File: src/rtl/led_pattern_pkg.sv
// Shared definitions for the LED pattern generator: mode encodings,
// FSM state encoding, LFSR tap mask and the rainbow hue helper.
package led_pattern_pkg;

    localparam logic [1:0] MODE_SOLID   = 2'd0;
    localparam logic [1:0] MODE_RAINBOW = 2'd1;
    localparam logic [1:0] MODE_RANDOM  = 2'd2;
    localparam logic [1:0] MODE_CHASE   = 2'd3;

    typedef enum logic [2:0] {
        ST_IDLE,
        ST_LOAD,
        ST_EMIT,
        ST_GAP,
        ST_FGAP
    } state_t;

    // Fibonacci taps 16,14,13,11 expressed as bit positions 15,13,12,10.
    localparam logic [15:0] LFSR_TAPS = 16'hB400;

    // Hue for rainbow mode; the product is deliberately truncated to 8 bits
    // so the hue wheel wraps naturally.
    function automatic logic [7:0] rainbow_hue(input logic [7:0] base,
                                               input logic [7:0] idx,
                                               input logic [7:0] step);
        logic [7:0] prod;
        prod = idx * step;
        return base + prod;
    endfunction

endpackage

File: src/rtl/led_lfsr16.sv
// 16-bit Fibonacci LFSR, shifting left with feedback into bit 0.
// Advances only when step is high; exposes the low byte as the random hue.
module led_lfsr16
    import led_pattern_pkg::*;
#(
    parameter logic [15:0] SEED = 16'hACE1
) (
    input  logic       clk,
    input  logic       reset,
    input  logic       step,
    output logic [7:0] rnd
);

    logic [15:0] lfsr;

    // shift register, reloaded with the seed on reset
    always_ff @(posedge clk or posedge reset) begin
        if (reset) begin
            lfsr <= SEED;
        end else if (step) begin
            lfsr <= {lfsr[14:0], ^(lfsr & LFSR_TAPS)};
        end
    end

    assign rnd = lfsr[7:0];

endmodule

File: src/rtl/led_pattern_gen.sv
// HSV pattern source for the ws2812b driver path. Walks LED indices once per
// frame and emits one (led_num, h, s, v) record per LED under valid/ready.
// Optional build macro LED_PATTERN_BREATHE_EN adds a per-frame triangle
// brightness ramp that replaces every nonzero v.
//
// state   | meaning
// IDLE    | waiting for enable; latches mode/hue_in at frame start
// LOAD    | registers the record for the current index
// EMIT    | valid high, holding the record until ready
// GAP     | WRITE_DIV-cycle spacing between records
// FGAP    | FRAME_GAP-cycle idle after the last LED; frame_done on last cycle
module led_pattern_gen
    import led_pattern_pkg::*;
#(
    parameter int          NUM_LEDS   = 50,
    parameter int          WRITE_DIV  = 16,
    parameter int          FRAME_GAP  = 1024,
    parameter int          HUE_STEP   = 5,
    parameter int          HUE_SPEED  = 1,
    parameter logic [7:0]  SATURATION = 8'hFF,
    parameter logic [7:0]  VALUE      = 8'd10,
    parameter logic [15:0] LFSR_SEED  = 16'hACE1
) (
    input  logic       clk,
    input  logic       reset,
    input  logic       enable,
    input  logic [1:0] mode,
    input  logic [7:0] hue_in,
    input  logic       ready,
    output logic       valid,
    output logic [7:0] led_num,
    output logic [7:0] h,
    output logic [7:0] s,
    output logic [7:0] v,
    output logic       frame_done
);

    localparam int               GAP_MAX   = (FRAME_GAP > WRITE_DIV) ? FRAME_GAP : WRITE_DIV;
    localparam int               CNT_W     = $clog2(GAP_MAX + 1);
    localparam logic [7:0]       LAST_IDX  = 8'(NUM_LEDS - 1);
    localparam logic [CNT_W-1:0] WDIV_LOAD = CNT_W'(WRITE_DIV - 1);
    localparam logic [CNT_W-1:0] FGAP_LOAD = CNT_W'(FRAME_GAP - 1);

    state_t           state, state_nxt;
    logic [7:0]       index;
    logic [1:0]       mode_q;
    logic [7:0]       hue_q;
    logic [7:0]       base_hue;
    logic [7:0]       chase_pos;
    logic [CNT_W-1:0] gap_cnt;
    logic [7:0]       rnd;
    logic [7:0]       h_calc;
    logic [7:0]       v_mode;
    logic [7:0]       v_calc;
    logic             accept;
    logic             gap_tc;
    logic             frame_end;

    assign accept    = (state == ST_EMIT) && ready;
    assign gap_tc    = (gap_cnt == '0);
    assign frame_end = (state == ST_FGAP) && gap_tc;

    led_lfsr16 #(
        .SEED (LFSR_SEED)
    ) u_lfsr (
        .clk   (clk),
        .reset (reset),
        .step  (accept && (mode_q == MODE_RANDOM)),
        .rnd   (rnd)
    );

    // FSM state register
    always_ff @(posedge clk or posedge reset) begin
        if (reset) begin
            state <= ST_IDLE;
        end else begin
            state <= state_nxt;
        end
    end

    // FSM next-state logic
    always_comb begin
        state_nxt = state;
        case (state)
            ST_IDLE: if (enable) state_nxt = ST_LOAD;
            ST_LOAD: state_nxt = ST_EMIT;
            ST_EMIT: if (ready) state_nxt = (index == LAST_IDX) ? ST_FGAP : ST_GAP;
            ST_GAP:  if (gap_tc) state_nxt = ST_LOAD;
            ST_FGAP: if (gap_tc) state_nxt = ST_IDLE;
            default: state_nxt = ST_IDLE;
        endcase
    end

    // FSM outputs
    always_comb begin
        valid      = (state == ST_EMIT);
        frame_done = frame_end;
    end

    // index, latched frame settings, gap down-counter and per-frame animation
    always_ff @(posedge clk or posedge reset) begin
        if (reset) begin
            index     <= 8'd0;
            mode_q    <= MODE_SOLID;
            hue_q     <= 8'd0;
            gap_cnt   <= '0;
            base_hue  <= 8'd0;
            chase_pos <= 8'd0;
        end else begin
            case (state)
                ST_IDLE: begin
                    if (enable) begin
                        mode_q <= mode;
                        hue_q  <= hue_in;
                        index  <= 8'd0;
                    end
                end
                ST_EMIT: begin
                    if (ready) begin
                        if (index == LAST_IDX) begin
                            gap_cnt <= FGAP_LOAD;
                        end else begin
                            index   <= index + 8'd1;
                            gap_cnt <= WDIV_LOAD;
                        end
                    end
                end
                ST_GAP: begin
                    if (!gap_tc) gap_cnt <= gap_cnt - CNT_W'(1);
                end
                ST_FGAP: begin
                    if (!gap_tc) begin
                        gap_cnt <= gap_cnt - CNT_W'(1);
                    end else begin
                        base_hue  <= base_hue + 8'(HUE_SPEED);
                        chase_pos <= (chase_pos == LAST_IDX) ? 8'd0 : chase_pos + 8'd1;
                    end
                end
                default: ;
            endcase
        end
    end

    // per-mode hue and value for the record being loaded
    always_comb begin
        h_calc = hue_q;
        v_mode = VALUE;
        case (mode_q)
            MODE_SOLID:   h_calc = hue_q;
            MODE_RAINBOW: h_calc = rainbow_hue(base_hue, index, 8'(HUE_STEP));
            MODE_RANDOM:  h_calc = rnd;
            default: begin
                h_calc = base_hue;
                v_mode = (index == chase_pos) ? VALUE : 8'd0;
            end
        endcase
    end

`ifdef LED_PATTERN_BREATHE_EN
    logic [7:0] level;
    logic       level_up;

    // triangle brightness ramp 0..VALUE..0, one step per completed frame
    always_ff @(posedge clk or posedge reset) begin
        if (reset) begin
            level    <= 8'd0;
            level_up <= 1'b1;
        end else if (frame_end && (VALUE != 8'd0)) begin
            if (level_up) begin
                if (level == VALUE) begin
                    level_up <= 1'b0;
                    level    <= level - 8'd1;
                end else begin
                    level <= level + 8'd1;
                end
            end else begin
                if (level == 8'd0) begin
                    level_up <= 1'b1;
                    level    <= level + 8'd1;
                end else begin
                    level <= level - 8'd1;
                end
            end
        end
    end

    assign v_calc = (v_mode != 8'd0) ? level : 8'd0;
`else
    assign v_calc = v_mode;
`endif

    // record registers, captured in LOAD and held through EMIT
    always_ff @(posedge clk or posedge reset) begin
        if (reset) begin
            led_num <= 8'd0;
            h       <= 8'd0;
            s       <= 8'd0;
            v       <= 8'd0;
        end else if (state == ST_LOAD) begin
            led_num <= index;
            h       <= h_calc;
            s       <= SATURATION;
            v       <= v_calc;
        end
    end

endmodule

File: config.mk
export PLATFORM = sky130hd
export DESIGN_NAME = led_pattern_gen
export DESIGN_NICKNAME = d
export VERILOG_FILES = /design/src/rtl/led_pattern_pkg.sv /design/src/rtl/led_lfsr16.sv /design/src/rtl/led_pattern_gen.sv
export SDC_FILE = /design/constraint.sdc
export NUM_CORES = 1
export LEC_CHECK = 0
export BUFFER_PORTS_ARGS = -buffer_cell sky130_fd_sc_hd__buf_2
export CORE_MARGIN = 2
export CORE_UTILIZATION = 56
export DETAILED_ROUTE_END_ITERATION = 7
export PLACE_DENSITY_LB_ADDON = 0.05
export SYNTH_ARGS = -nofsm -noshare
export SYNTH_HDL_FRONTEND = slang
export SYNTH_HIERARCHICAL = 1
export SYNTH_SLANG_ARGS = --single-unit
export TNS_END_PERCENT = 100
File: constraint.sdc
create_clock -name clk -period 6.3 [get_ports clk]
set_input_delay 1.89 -clock clk [delete_from_list [all_inputs] [get_ports clk]]
set_output_delay 1.89 -clock clk [all_outputs]
set_load 0.1 [all_outputs]
* Word-level counts from Yosys, hierarchy flattened
Index checks and enable logic that the tools add are counted.
Storage, ports and cells: register bits 89, output and inout port bits 34, input bits 14
Cells by class: $mul 1, multiplexer cells 18, eq/ne operators 15, add/sub/neg operators 5, reductions and logical operators 16
Operator list (number):
- 8-bit 2-to-1 mux | 4
- 8-bit by 1-bit adder with 8-bit output (second input constant) | 3
- 8-bit case mux with 3 select lines | 1
- 11-bit 2-to-1 mux | 2
- 11-bit case mux with 2 select lines | 1
- 8-bit by 6-bit equality test with 1-bit output (second input constant) | 2
- 8-bit case mux with 2 select lines | 1
- 16-bit XOR reduction | 1
- 3-bit 2-to-1 mux | 5
- 3-bit case mux with 5 select lines | 1
- 2-bit != test (second input constant) | 6
- 11-bit zero test | 1
- 11-bit by 1-bit subtractor with 11-bit output (second input constant) | 1
- 10-bit 2-to-1 mux | 1
- 8-bit adder | 1
- 8-bit equality test | 1
- 8-bit by 3-bit multiplier with 8-bit output (second input constant) | 1
- 4-bit 2-to-1 mux | 2
- 4-bit AND reduction | 2
- 3-bit by 2-bit equality test with 1-bit output (second input constant) | 2
- 2-bit AND reduction | 2
- 2-bit nonzero test | 2
- 3-bit by 1-bit equality test with 1-bit output (second input constant) | 1
- 3-bit equality test (second input constant) | 1
- other kinds (8) | 10

* Longest topological paths before layout
depth after elaboration 4, gate-level depth with buffers 10

* Cells and area by module
The synthesis kept the hierarchy.
By module, submodules not included:
- led_pattern_gen | area each 4021.4 µm², cells an instance 397, times used 1, sequential area each 1651.6 µm²
- led_lfsr16 | area each 739.5 µm², cells an instance 47, times used 1, sequential area each 410.4 µm²

* Worst setup path after synthesis
No wires, ideal clock.
path type register to output, start point register gap_cnt[0], end point output port frame_done, stages on the path, launching flop included 8, buffers on the path 1, data arrival time 2043 ps, path slack 2367 ps, cell sequence dfrtp_1 inv_1 ha_1 or4b_4 nor4_2 nand2b_1 clkbuf_1 inv_2
On the way: longest elaborated chain between the ends 2
Ends and longest elaborated chain:
- from (decl) | RTL line led_pattern_gen.sv:50 | logic [CNT_W-1:0] gap_cnt;
- from (signal assigned) | RTL line led_pattern_gen.sv:129 | if (!gap_tc) gap_cnt <= gap_cnt - CNT_W'(1);
- from (signal assigned) | RTL line led_pattern_gen.sv:133 | gap_cnt <= gap_cnt - CNT_W'(1);
- 11-bit zero test | RTL line led_pattern_gen.sv:60 | assign gap_tc = (gap_cnt == '0);
- 1-bit logical AND | RTL line led_pattern_gen.sv:61 | assign frame_end = (state == ST_FGAP) && gap_tc;
- to (decl) | RTL line led_pattern_gen.sv:35 | output logic frame_done
No other way between the ends.

* Worst setup path after layout
Ends and elaborated chain as after synthesis.

==> summary.md <==
| Metric | Value |
|---|---|
| Worst Setup Path Type | reg -> out |
| Sequential cell area fraction in the yosys report | 0.433 |
| Maximum number of pins on one net before global-route repair | 67 |
| Placed inst area | 0.00489 mm2 |
| Syn Std Cell Area | 0.00476 mm2 |
| Pre-CTS setup slack | 2.07 ns |
| CP max-delay cell | or4b_4 |
| Required time worst endpoint | 4.41 ns |
| Tmin final | 4.60 ns |
| Clock power frac | 0.176 |
| # rows | 33 |
| Status | complete, no violations |
| Non-Filler Instances | 572 |
| Setup slack after layout | 1.70 ns |
| Longest Clk Path Bufs | 2 |
| Antenna-violating nets left | 0 |
| Port buffer count | 41 |
| Element type at the critical path start | flip-flop |
| Setup_tns | 0 ns |
| Number of synthesized flops with an enable pin | 0 |
| Combinational share of power | 0.445 |
| Commonest cells after routing, fill and taps aside | 74 x dfrtp_1, 41 x buf_2, 30 x inv_1, 28 x mux2_2, 26 x nand2_1 |
| Design Area, Final | 0.00507 mm2 |
| Post-CTS Resized | 0 |
| Vias per inst | 5.62 |
| HPWL Detailed | 6320 um |
| Mapped Cells | 444 |
| Final hold vios | 0 |
| First-pass GRT wire length | 15,200 um |
| GP Congestion | 0.800 |
| Chip Width | 96.2 um |
| WL final | 9000 um |
| Nets@finish | 501 |
| Crit path cell chain | inv_1 -> ha_1 -> or4b_4 -> nor4_2 -> nand2b_1 -> inv_2 -> buf_2 |
| CTS Sinks | 82 |
| Min-Delay Path Class | reg -> reg |
| Family with the most delay on the worst path | simple AND/OR/NAND/NOR gates |
| Num CTS Buffers | 9 |
| Switching Fraction | 0.470 |
| Headroom to the max-slew limit | 0.284 |
| RSZ-0062 raised after global routing | false |
| Area grow syn2layout | 6.60% |
| Cell-internal power | 1.10 mW |
| Max Fclk | 217 MHz |
| N_diodes | 0 |
| Worst Path Buf+Inv | 3 |
| Max incr delay on CP | 0.52 ns |
| Total Power | 2.07 mW |
| Clock transition at path regs | 0.08 ns |
| Final Hold Slack | 0.508 ns |
| CP Data Arrival Time | 2.71 ns |
| Clock latency on the worst-skew pair | 0.37 ns |
| Worst Tran Pin Value | 1.07 ns |
| Max-slew violations | 0 |
| Lkg Pwr | 2.38 nW |
| Clock Skews | 0.0123 ns |
| Crit. End Element | output port |
| # hold bufs at CTS | 0 |
| Fraction of registers with async set/reset | 1.00 |
| Yosys warns | 6 |
| Core Area | 0.00822 mm2 |
| Die Ht | 96.2 um |
| Main synth FF type | dfrtp_1 |
| DIE AREA | 0.00926 mm2 |
| Final worst path period share | 0.730 |
| Netlist cell types | 68 |
| Synth Register Bits | 82 |
| P_sw | 973 uW |
| # DRC | 0 |
| Pre-antenna DRT Iters | 4 |
| Share of cells above drive strength 1 | 0.263 |
| Root Driver | clkbuf_8 |
| Drt wl/cell | 15.7 um |
| 1st-iter DRT viols | 103 |
| Detailed-route via count | 3,213 |
| Antenna violations before repair | 0 |
| Mean Syn Cell Area | 10.7 um2 |
| Post-CTS Setup Bufs | 0 |
| FILL cells | 687 |
| Power density cells | 408 mW/mm2 |
| Sequential share of power | 0.379 |
| Initial Utilization | 0.579 |
| Fin util | 0.618 |
| Final setup fails | 0 |
| Worst VDD drop | 229 uV |
| Total track usage | 0.216 |
| Final global-route overflow total | 0 |
| H-tree depth | 3 |
| Commonest non-fill, non-tap cell in the layout | dfrtp_1 |
| Max Cap Viol | 0 |
| Number of global-route vias before repair | 3,046 |
| CTS tree | yes |
| I/O Pins | 48 |
| Cell count after placement | 556 |
| Crit Path Max Fanout | 10 |
## final timing paths
path | depth (start not counted) | slack (ns) | start | to
setup / recovery | 7 | 1.70 | gap_cnt[0] | frame_done
hold / removal | 2 | 0.51 | u_lfsr/lfsr[0] | u_lfsr/lfsr[0]
setup reg to reg | 10 | 3.30 | index[3] | h[5]
hold reg to reg | 2 | 0.51 | u_lfsr/lfsr[0] | u_lfsr/lfsr[0]
max in group asynchronous | 3 | 3.97 | reset | index[4]
min in group asynchronous | 2 | 1.58 | reset | u_lfsr/lfsr[8]
## worst min-delay path: stages (launching register included)
cell,delay [ns]
dfstp_2,0.38
nor2_1,0.08
a21oi_1,0.05
## cell type report
cell class                 instances  area (um2)  share of cell area
clock inverter                     7        60.1              0.0118
multi-input combinational        293        2350               0.463
clock buffer                       9         124              0.0244
tap                              105         131              0.0259
sequential                        82        2060               0.406
timing repair buffer              44         228              0.0449
inverter                          32         120              0.0237
## kinds of logic after synthesis
group / Yosys count / synth area share
AO/OA/AOI/OAI: 74 / 0.0991
XOR/XNOR: 32 / 0.0589
adder cells (fa/ha/maj): 25 / 0.0736
buffers and inverters: 74 / 0.0815
flip-flops: 82 / 0.433
multiplexers: 43 / 0.119
other: 1 / 0.000788
AND/OR/NAND/NOR: 113 / 0.134
## cells in the mapped netlist (14+ instances only)
cell type	instances	area [um2]
dfrtp_1	74	1850
o21ai_0	16	80.1
inv_1	31	116
nor2_1	25	93.8
clkbuf_1	15	56.3
nand2_1	26	97.6
a21oi_1	18	90.1
mux2_2	28	315
xnor2_1	14	123
ha_1	20	250
buf_4	22	165
xor2_1	18	158
## power groups by stage
stage / logic (mW) / registers [mW] / clock network, mW
2_1_floorplan: 0.595 / 0.968 / 0
3_3_place_gp: 0.909 / 0.790 / 0
3_5_place_dp: 0.926 / 0.795 / 0
4_1_cts: 0.930 / 0.784 / 0.375
5_1_grt: 0.997 / 0.809 / 0.400
6_report: 0.921 / 0.784 / 0.365
## metal layers
metal | track usage | vias up | share of wire
li1 | - | 1566 | -
met5 | 0 | - | 0
met1 | 0.311 | 1559 | 0.50
met2 | 0.330 | 75 | 0.45
met4 | 0.0667 | 0 | 0.012
met3 | 0.0431 | 13 | 0.042
## flip-flops by register name (all words and copies together) (netlist names)
signal	count
mode_q	2
u_lfsr/lfsr	16
gap_cnt	11
base_hue	8
v	1
s	1
chase_pos	8
hue_q	8
index	8
state	3
led_num	8
h	8
Note: power is estimated with default switching activity, not from simulation.
